<file path="config.mk">
export PLATFORM = sky130hd
export DESIGN_NAME = fdk_regbank_slave
export DESIGN_NICKNAME = d
export VERILOG_FILES = /design/src/rtl/fdk_regbank_slave.sv
export SDC_FILE = /design/constraint.sdc
export NUM_CORES = 1
export LEC_CHECK = 0
export ABC_AREA = 1
export BUFFER_PORTS_ARGS = -buffer_cell sky130_fd_sc_hd__buf_4
export CORE_AREA = 2 2 105 117
export DETAILED_ROUTE_END_ITERATION = 10
export DIE_AREA = 0 0 107 119
export HOLD_SLACK_MARGIN = 0.05
export PLACE_DENSITY = 0.84
export SYNTH_ARGS = -nofsm -noshare
export SYNTH_HDL_FRONTEND = slang
export SYNTH_SLANG_ARGS = --single-unit
</file>
<file path="constraint.sdc">
create_clock -name sys_clk -period 2.4 [get_ports sys_clk]
set_clock_uncertainty 0.1 [all_clocks]
set_input_delay 0.12 -clock sys_clk [delete_from_list [all_inputs] [get_ports sys_clk]]
set_output_delay 0.12 -clock sys_clk [all_outputs]
set_load 0.02 [all_outputs]
</file>
<file path="src/rtl/fdk_regbank_slave.sv">
// FDK register bank: local ID/CTRL/STATUS/CMD/TRIG registers behind a req/ack
// host bus, with upper-half addresses forwarded to an external section port.
module fdk_regbank_slave #(
  parameter int unsigned ADDR_W      = 10,
  parameter logic [31:0] ID_VALUE    = 32'h0A7E_0001,
  parameter int unsigned EXT_TIMEOUT = 64
) (
  input  logic              sys_clk,
  input  logic              sys_reset_n,
  input  logic              host_req,
  input  logic              host_rnw,
  input  logic [ADDR_W-1:0] host_addr,
  input  logic [31:0]       host_wdata,
  output logic              host_ack,
  output logic [31:0]       host_rdata,
  output logic              host_err,
  output logic [31:0]       ctrl_o,
  output logic [7:0]        cmd_o,
  input  logic [7:0]        cmd_done_i,
  input  logic [7:0]        event_i,
  output logic [7:0]        trig_o,
  output logic              ext_req,
  output logic              ext_rnw,
  output logic [ADDR_W-2:0] ext_addr,
  output logic [31:0]       ext_wdata,
  input  logic              ext_ack,
  input  logic [31:0]       ext_rdata
);

  localparam int unsigned CNT_W = $clog2(EXT_TIMEOUT + 1);
  localparam int unsigned OFS_W = ADDR_W - 3;

  localparam logic [OFS_W-1:0] OFS_ID     = OFS_W'(0);
  localparam logic [OFS_W-1:0] OFS_CTRL   = OFS_W'(1);
  localparam logic [OFS_W-1:0] OFS_STATUS = OFS_W'(2);
  localparam logic [OFS_W-1:0] OFS_CMD    = OFS_W'(3);
  localparam logic [OFS_W-1:0] OFS_TRIG   = OFS_W'(4);

  typedef enum logic [1:0] {
    IDLE     = 2'd0,
    EXT_WAIT = 2'd1,
    DONE     = 2'd2
  } state_t;

  state_t            state_q;
  logic [CNT_W-1:0]  cnt_q;
  logic              ack_q;
  logic [31:0]       rdata_q;
  logic              err_q;
  logic              ext_req_q;
  logic              ext_rnw_q;
  logic [ADDR_W-2:0] ext_addr_q;
  logic [31:0]       ext_wdata_q;

  logic [31:0] ctrl_q,   ctrl_d;
  logic [7:0]  status_q, status_d;
  logic [7:0]  cmd_q,    cmd_d;
  logic [7:0]  trig_q,   trig_d;

  logic [OFS_W-1:0] word_ofs;
  logic             wr_en;
  logic [31:0]      int_rdata;
  logic             int_err;
  logic [7:0]       status_clr;
  logic [7:0]       cmd_set;

  // Word offset inside the lower half; the two byte-lane bits are don't-care.
  assign word_ofs = host_addr[ADDR_W-2:2];
  assign wr_en    = (state_q == IDLE) && host_req && !host_addr[ADDR_W-1] && !host_rnw;

  // NOTE: every always_comb output gets a default first so no path leaves it
  // unassigned, which would otherwise infer a latch.
  always_comb begin
    int_rdata = '0;
    int_err   = 1'b0;
    case (word_ofs)
      OFS_ID:     int_rdata = ID_VALUE;
      OFS_CTRL:   int_rdata = ctrl_q;
      OFS_STATUS: int_rdata = {24'd0, status_q};
      OFS_CMD:    int_rdata = {24'd0, cmd_q};
      OFS_TRIG:   int_rdata = '0;
      default:    int_err   = 1'b1;
    endcase
  end

  // Set/clear ordering encodes the conflict rules: a core event beats a host
  // clear on STATUS, a host set beats a core done on CMD.
  always_comb begin
    ctrl_d     = ctrl_q;
    status_clr = '0;
    cmd_set    = '0;
    trig_d     = '0;
    if (wr_en) begin
      case (word_ofs)
        OFS_CTRL:   ctrl_d     = host_wdata;
        OFS_STATUS: status_clr = host_wdata[7:0];
        OFS_CMD:    cmd_set    = host_wdata[7:0];
        OFS_TRIG:   trig_d     = host_wdata[7:0];
        default:    ;
      endcase
    end
    status_d = (status_q & ~status_clr) | event_i;
    cmd_d    = (cmd_q & ~cmd_done_i) | cmd_set;
  end

  // NOTE: sequential state uses non-blocking assignments so every register
  // samples pre-edge values regardless of statement order.
  always_ff @(posedge sys_clk or negedge sys_reset_n) begin
    if (!sys_reset_n) begin
      ctrl_q   <= '0;
      status_q <= '0;
      cmd_q    <= '0;
      trig_q   <= '0;
    end else begin
      ctrl_q   <= ctrl_d;
      status_q <= status_d;
      cmd_q    <= cmd_d;
      trig_q   <= trig_d;
    end
  end

  always_ff @(posedge sys_clk or negedge sys_reset_n) begin
    if (!sys_reset_n) begin
      state_q     <= IDLE;
      cnt_q       <= '0;
      ack_q       <= 1'b0;
      rdata_q     <= '0;
      err_q       <= 1'b0;
      ext_req_q   <= 1'b0;
      ext_rnw_q   <= 1'b0;
      ext_addr_q  <= '0;
      ext_wdata_q <= '0;
    end else begin
      ack_q   <= 1'b0;
      rdata_q <= '0;
      err_q   <= 1'b0;
      case (state_q)
        IDLE: begin
          if (host_req) begin
            if (host_addr[ADDR_W-1]) begin
              state_q     <= EXT_WAIT;
              cnt_q       <= '0;
              ext_req_q   <= 1'b1;
              ext_rnw_q   <= host_rnw;
              ext_addr_q  <= host_addr[ADDR_W-2:0];
              ext_wdata_q <= host_wdata;
            end else begin
              state_q <= DONE;
              ack_q   <= 1'b1;
              rdata_q <= host_rnw ? int_rdata : '0;
              err_q   <= int_err;
            end
          end
        end
        EXT_WAIT: begin
          if (ext_ack) begin
            state_q   <= DONE;
            ext_req_q <= 1'b0;
            ack_q     <= 1'b1;
            rdata_q   <= ext_rnw_q ? ext_rdata : '0;
          end else if (cnt_q == CNT_W'(EXT_TIMEOUT)) begin
            state_q   <= DONE;
            ext_req_q <= 1'b0;
            ack_q     <= 1'b1;
            rdata_q   <= 32'hDEAD_BEEF;
            err_q     <= 1'b1;
          end else begin
            cnt_q <= cnt_q + CNT_W'(1);
          end
        end
        // Ack is already on the wire; host_req is deliberately not sampled here.
        DONE:    state_q <= IDLE;
        default: state_q <= IDLE;
      endcase
    end
  end

  assign host_ack   = ack_q;
  assign host_rdata = rdata_q;
  assign host_err   = err_q;
  assign ctrl_o     = ctrl_q;
  assign cmd_o      = cmd_q;
  assign trig_o     = trig_q;
  assign ext_req    = ext_req_q;
  assign ext_rnw    = ext_rnw_q;
  assign ext_addr   = ext_addr_q;
  assign ext_wdata  = ext_wdata_q;

endmodule

</file>
==> key figures, run 1 <==
Critical path
  – Crit-path max cell delay: 600 ps
  – Startpoint Class: flop
  – Crit-path cells: nor2_4, nand2_4, nor2_8, nand2_1, o21ai_0, nand2_1, dlygate4sd3_1
  – Required @ worst endpoint: 2590 ps
  – R2R setup slack: 160 ps
  – Crit Path Class: reg2reg
  – Worst Setup End Kind: flop
  – Crit-path max FO: 9
  – Worst R2R Path Depth: 7
  – CP dominant cell by count: nand2_1
  – Critical-path top delay cell: dlygate4sd3_1
  – Worst path arrival time: 2430 ps

Logic synthesis
  – Mapped Avg Cell Area: 9.26 um^2
  – Dominant synthesized flop cell: dfrtp_1
  – Ys Warns: 0
  – Post-synth ARST share: 100%
  – Cell with the most instances after synthesis: nand2_1
  – Largest cells by area after synthesis: dfrtp_1, nand2_1, o21ai_0, inv_1, o21ai_2
  – Flops & latches, synth: 142
  – Unique cell type count in the Yosys netlist: 28
  – Post-synth EDFFs: 0
  – Area leader, netlist: dfrtp_1
  – Post-Syn Area: 6030 um^2
  – Commonest cells in the netlist: nand2_1, dfrtp_1, inv_1
  – Synth Instances: 651
  – Register area share after synthesis: 59.0%
  – Area share of the largest cell type after synthesis: 59.0%
  – Post-Syn Nets: 748

Run
  – Max-cap check violation count: 0

GRT
  – Total GRT Usage: 32.9%
  – Initial antenna violation count: 0
  – First-pass GRT wire length: 32200 um
  – Grt ovf: 0
  – Largest net degree at the start of global routing: 143
  – Number of global-route vias before repair: 6364

Hold path
  – Min-Delay Path Class: in2reg
  – WHS Path Cells: 4

Pwr
  – P_int: 0.00511 W
  – Switch share: 28.4%
  – Switching pwr: 0.00203 W
  – Clock share of power: 38.9%
  – Comb power frac: 21.3%
  – P_leak: 5.02 nW
  – PD cells: 747 nW/um^2
  – Maximum vdd drop: 0.470 mV
  – Sequential share of power: 39.8%
  – Total power: 0.00714 W

STA
  – Hold Worst Slack: 86.1 ps
  – Hold Vio Cnt, Final: 0
  – Relative max-transition margin: 42.3%
  – Slew @ Worst Pin: 864 ps
  – Final worst path period share: 93.2%
  – RSZ-0062 raised after global routing: no
  – Max-slew violation count: 0
  – Max Fclk: 447 MHz
  – Period minus WS final: 2240 ps
  – Setup TNS: 0 ps
  – Setup violators final: 0

Clocking
  – CTS tree: done
  – Root Buffer: clkbuf_16
  – Clock Path Buffers: 2
  – Clk slew on worst S/H paths: 60 ps
  – Clock latency on the worst-skew pair: 420 ps
  – Clock Sinks: 142
  – H-Tree Depth: 4
  – CTS Buf Count: 17

Final layout
  – Reg area: 3550 um^2
  – Share of cells above drive strength 1: 30.9%
  – Area grow syn2layout: 58.5%
  – Final Util: 81.5%
  – Multi-input gate area: 2050 um^2
  – Fillers: 654
  – Fin cells: 1151
  – N_diodes: 0
  – Nets: 1083

Route
  – Via/cell ratio: 5.25
  – DRT iter0 DRCs: 333
  – Post-Route WL: 20300 um
  – Vias: 6039
  – WL per Instance: 17.6 um
  – Routed Antenna Nets: 0
  – # DRC: 0
  – Pre-antenna DRT Iters: 5

Placed design
  – RePlAce Congestion: 0.868
  – DP HPWL: 11200 um
  – Dpl cells: 1007
  – Buffers on Ports: 219

Floorplan
  – Die area: 12700 um^2
  – Site row count: 42
  – Die Span X: 107 um
  – Die Y: 119 um
  – Ports: 220
  – Total core area: 11700 um^2
  – Initial Utilization: 51.4%

Run status
  – Outcome: completed
## sequential cells by signal, summed over array words and instances (netlist names)
signal,cells
host_err,1
ctrl_o,32
host_ack,1
host_rdata,32
trig_o,8
ext_addr,9
cnt_q,7
cmd_o,8
status_q,8
ext_rnw,1
ext_req,1
ext_wdata,32
state_q,2
## layout make-up
cell class                      count  area share, %
Clock buffer                       19           4.74
Clock inverter                     11           1.74
Multi-Input combinational cell    411           21.4
Tap cell                          154           2.02
Timing Repair Buffer              337           29.8
Inverter                           77           3.05
Sequential cell                   142           37.2
## critical path, delay by kind of cell (launching register included)
family                 cells  cell delay [ps]
AOI/OAI and AO/OA          1              250
and+or+nand+nor            5              740
buffers and inverters      1              600
DFF                        1              450
## cell usage in the layout (no fill, tap or decap), drive strengths merged
| cell | synthesis | layout |
|---|---|---|
| buf | 17 | 224 |
| nand2 | 208 | 208 |
| dfrtp | 142 | 142 |
| dlygate4sd3 | 0 | 113 |
| o21ai | 97 | 97 |
| inv | 77 | 77 |
| nor2 | 41 | 41 |
| nand3 | 29 | 29 |
| clkbuf | 4 | 19 |
| a21oi | 15 | 15 |
| o22ai | 9 | 9 |
| bufinv | 0 | 4 |
| clkinv | 0 | 4 |
| clkinvlp | 0 | 3 |
| nand4 | 2 | 2 |
| nand3b | 2 | 2 |
| mux2 | 2 | 2 |
| ha | 2 | 2 |
| nor3 | 2 | 2 |
| nor3b | 1 | 1 |
| xor2 | 1 | 1 |
## final timing paths
kind,start,endpoint
max reg2reg,state_q[0],status_q[6]
min in group asynchronous,sys_reset_n,cnt_q[6]
max,state_q[0],status_q[6]
max in group asynchronous,sys_reset_n,trig_o[0]
min,ext_ack,host_rdata[21]
min reg2reg,ext_req,ext_req
## per-layer routing
layer / vias up / GRT usage, % / wire [um] / share of wire [%]
met3: 85 / 8.37 / 1650 / 8.1
met4: 0 / 16.2 / 878 / 4.3
met5: - / 0 / 0 / 0
met1: 2888 / 38.3 / 7320 / 36
li1: 2720 / - / - / -
met2: 346 / 56.4 / 10500 / 51
## power groups by stage
stage	registers [W]	logic, W	clock network, W
after floorplan	0.00316	0.000354	0
after CTS	0.00283	0.00149	0.00277
after global routing	0.00287	0.00163	0.00290
final	0.00284	0.00152	0.00278
after detailed placement	0.00286	0.00136	0
after global placement	0.00286	0.00134	0
## cells by family (layout without fill, tap and decap cells)
family / Yosys count / after routing / share of synthesized area (%)
AO/OA/AOI/OAI: 121 / 121 / 12.2
XOR/XNOR: 1 / 1 / 0.145
adder cells (fa/ha/maj): 2 / 2 / 0.415
buffers and inverters: 98 / 444 / 7.23
flip-flops: 142 / 142 / 59.0
multiplexers: 2 / 2 / 0.374
AND/OR/NAND/NOR: 285 / 285 / 20.6
## repair_timing
item,CTS,global route
hold buffers,113,0
endpoints found under the setup margin,0,4
gates resized for setup,0,1
buffers inserted,0,1
hold endpoints to repair,275,0
## per-stage QoR
| stage | worst slack, ps | area (um^2) |
|---|---|---|
| finish | 163 | 9550 |
| global route | 31.4 | 9550 |
| CTS | 75.1 | 9540 |
| detailed placement | 424 | 7790 |
| global placement | 477 | 7790 |
| floorplan | 976 | 6030 |
Power figures use the tool's default switching activity.
==> run 2: changes to the inputs <==
--- a/config.mk
+++ b/config.mk
@@ -12,6 +12,7 @@
 export DIE_AREA = 0 0 107 119
 export HOLD_SLACK_MARGIN = 0.05
 export PLACE_DENSITY = 0.84
+export REMOVE_ABC_BUFFERS = 1
 export SYNTH_ARGS = -nofsm -noshare
 export SYNTH_HDL_FRONTEND = slang
 export SYNTH_SLANG_ARGS = --single-unit
==> key figures, run 2 (synthesis gave the netlist of run 1 again) <==
STA
  – Period minus WS final: 2250 ps (+13.5 ps)
  – Setup violators final: 0 (unchanged)
  – Setup TNS: 0 ps (unchanged)
  – Hold Vio Cnt, Final: 0 (unchanged)
  – Hold Worst Slack: 77.6 ps (-8.56 ps)
  – Max-slew violation count: 0 (unchanged)
  – Final worst path period share: 93.8% (+0.56 points)
  – RSZ-0062 raised after global routing: no
  – Max Fclk: 444 MHz (-0.60%)
  – Relative max-transition margin: 43.9% (+1.5 points)
  – Slew @ Worst Pin: 842 ps (-22.1 ps)

Critical path
  – Worst path arrival time: 2440 ps (about the same)
  – Crit Path Class: in2reg
  – CP Depth: 9 (+2)
  – Crit-path cells: dlygate4sd3_1, buf_4, inv_1, nand2_1, nor2_1, nand2_2, o21ai_0, nand2_1, dlygate4sd3_1
  – Required @ worst endpoint: 2590 ps (about the same)
  – Crit path max-delay family: buffers and inverters
  – Worst Setup End Kind: flop
  – Startpoint Class: primary input
  – Crit-path max cell delay: 570 ps (-30 ps)
  – Crit-path max FO: 10 (+1)
  – Buffers & Inverters on Critical Path: 4 (+3)
  – Worst R2R Path Depth: 7 (unchanged)
  – Critical-path top delay cell: dlygate4sd3_1

GRT
  – Grt ovf: 0 (unchanged)
  – Initial antenna violation count: 0 (unchanged)
  – First-pass GRT wire length: 31900 um (-0.90%)
  – Number of global-route vias before repair: 6243 (-1.9%)
  – Total GRT Usage: 33.0% (+0.090 points)
  – Largest net degree at the start of global routing: 69 (-52%)

Clocking
  – CTS Buf Count: 17 (unchanged)
  – H-Tree Depth: 4 (unchanged)
  – CTS tree: done
  – Root Buffer: clkbuf_16
  – Clock Path Buffers: 2 (unchanged)
  – Post-cts resize count: 0 (unchanged)
  – Clk slew on worst S/H paths: 60 ps (about the same)
  – Clock Sinks: 142 (unchanged)
  – Post-CTS setup buffers: 0 (unchanged)
  – Clock latency on the worst-skew pair: 420 ps (about the same)

Final layout
  – N_diodes: 0 (unchanged)
  – Commonest non-fill, non-tap cell in the layout: buf_4
  – Nets: 1083 (unchanged)
  – Fin area: 9570 um^2 (+0.22%)
  – Final Util: 81.7% (+0.18 points)
  – Most frequent cells in the layout: buf_4, nand2_1, dfrtp_1
  – Area grow syn2layout: 58.8%
  – Fillers: 637 (-2.6%)
  – Share of cells above drive strength 1: 31.4% (+0.54 points)

Placed design
  – DP HPWL: 11400 um (+1.2%)
  – RePlAce Congestion: 0.848 (-2.3%)
  – Post-DP Area: 7830 um^2 (+0.58%)
  – Buffers on Ports: 219 (unchanged)

Floorplan
  – Site row count: 42 (unchanged)
  – Initial Utilization: 51.4% (unchanged)
  – Die Y: 119 um (unchanged)
  – Ports: 220 (unchanged)
  – Total core area: 11700 um^2 (unchanged)
  – Die Span X: 107 um (unchanged)
  – Die area: 12700 um^2 (unchanged)

Pwr
  – Switching pwr: 0.00206 W (+1.5%)
  – Switch share: 28.1% (-0.26 points)
  – P_int: 0.00526 W (+2.9%)
  – PD cells: 764 nW/um^2 (+2.3%)
  – Clock share of power: 40.0% (+1.1 points)
  – Total power: 0.00731 W (+2.5%)
  – Sequential share of power: 39.0% (-0.8 points)
  – Maximum vdd drop: 0.659 mV (+40%)
  – P_leak: 5.06 nW (+0.75%)
  – Comb power frac: 21.0% (-0.3 points)

Route
  – DRT iter0 DRCs: 411 (+23%)
  – Routed Antenna Nets: 0 (unchanged)
  – Post-Route WL: 20600 um (+1.3%)
  – Pre-antenna DRT Iters: 5 (unchanged)
  – WL per Instance: 17.8 um (+1.1%)
  – Vias: 6126 (+1.4%)
  – # DRC: 0 (unchanged)
  – Via/cell ratio: 5.31 (+1.3%)

Run status
  – Outcome: completed

Run
  – Max-cap check violation count: 0 (unchanged)

Hold path
  – WHS Path Cells: 4 (unchanged)
  – Min-Delay Path Class: in2reg
[run 2: final timing paths]
path                              start        endpoint  slack [ps]
hold reg to reg                 ext_req         ext_req         380
hold / removal                  ext_ack  host_rdata[30]          80
max in group asynchronous   sys_reset_n  host_rdata[24]        1280
setup / recovery           host_addr[4]     status_q[0]         150
min in group asynchronous   sys_reset_n     ext_addr[7]         190
setup reg to reg             state_q[0]     status_q[0]         160
[run 2: worst register-to-register path, cell delays in order, from the launching register on]
cell and delay, ps:
dfrtp_1 460, nor2_4 180, nand2_4 110, nor2_8 190, nand2_1 140, o21ai_0 280
nand2_1 80, dlygate4sd3_1 570
[run 2: layout make-up]
cell class	count	area (um^2)	area share [%]
tap	154	193	2.01
inverter	77	292	3.05
timing repair buffer	337	2830	29.6
clock buffer	21	470	4.92
sequential	142	3550	37.1
clock inverter	11	186	1.95
multi-input combinational	411	2050	21.4
[run 2: per-stage QoR]
step	worst slack [ps]	std cells
finish	149	1153
global route	44.1	1153
CTS	313	1153
detailed placement	457	1013
global placement	507	1013
floorplan	300	630
[run 2: power groups by stage]
| stage | clock network, W | registers, W | logic [W] |
|---|---|---|---|
| 2_1_floorplan | 0 | 0.00316 | 0.000343 |
| 5_1_grt | 0.00304 | 0.00288 | 0.00164 |
| 3_5_place_dp | 0 | 0.00287 | 0.00136 |
| 4_1_cts | 0.00292 | 0.00284 | 0.00150 |
| 3_3_place_gp | 0 | 0.00286 | 0.00133 |
| 6_report | 0.00293 | 0.00285 | 0.00154 |
[run 2: what timing repair did]
| action | CTS | global route |
|---|---|---|
| hold endpoints to repair | 198 | 0 |
| hold buffers | 108 | 0 |
| setup endpoints to repair | 0 | 0 |
[run 2: layer usage]
layer	wire length, um	part of all wire, %	track usage (%)	vias up
met3	1510	7.3	7.72	112
met4	1250	6.1	19.6	0
met2	10600	51	56.7	370
li1	-	-	-	2732
met1	7250	35	37.1	2912
met5	0	0	0	-
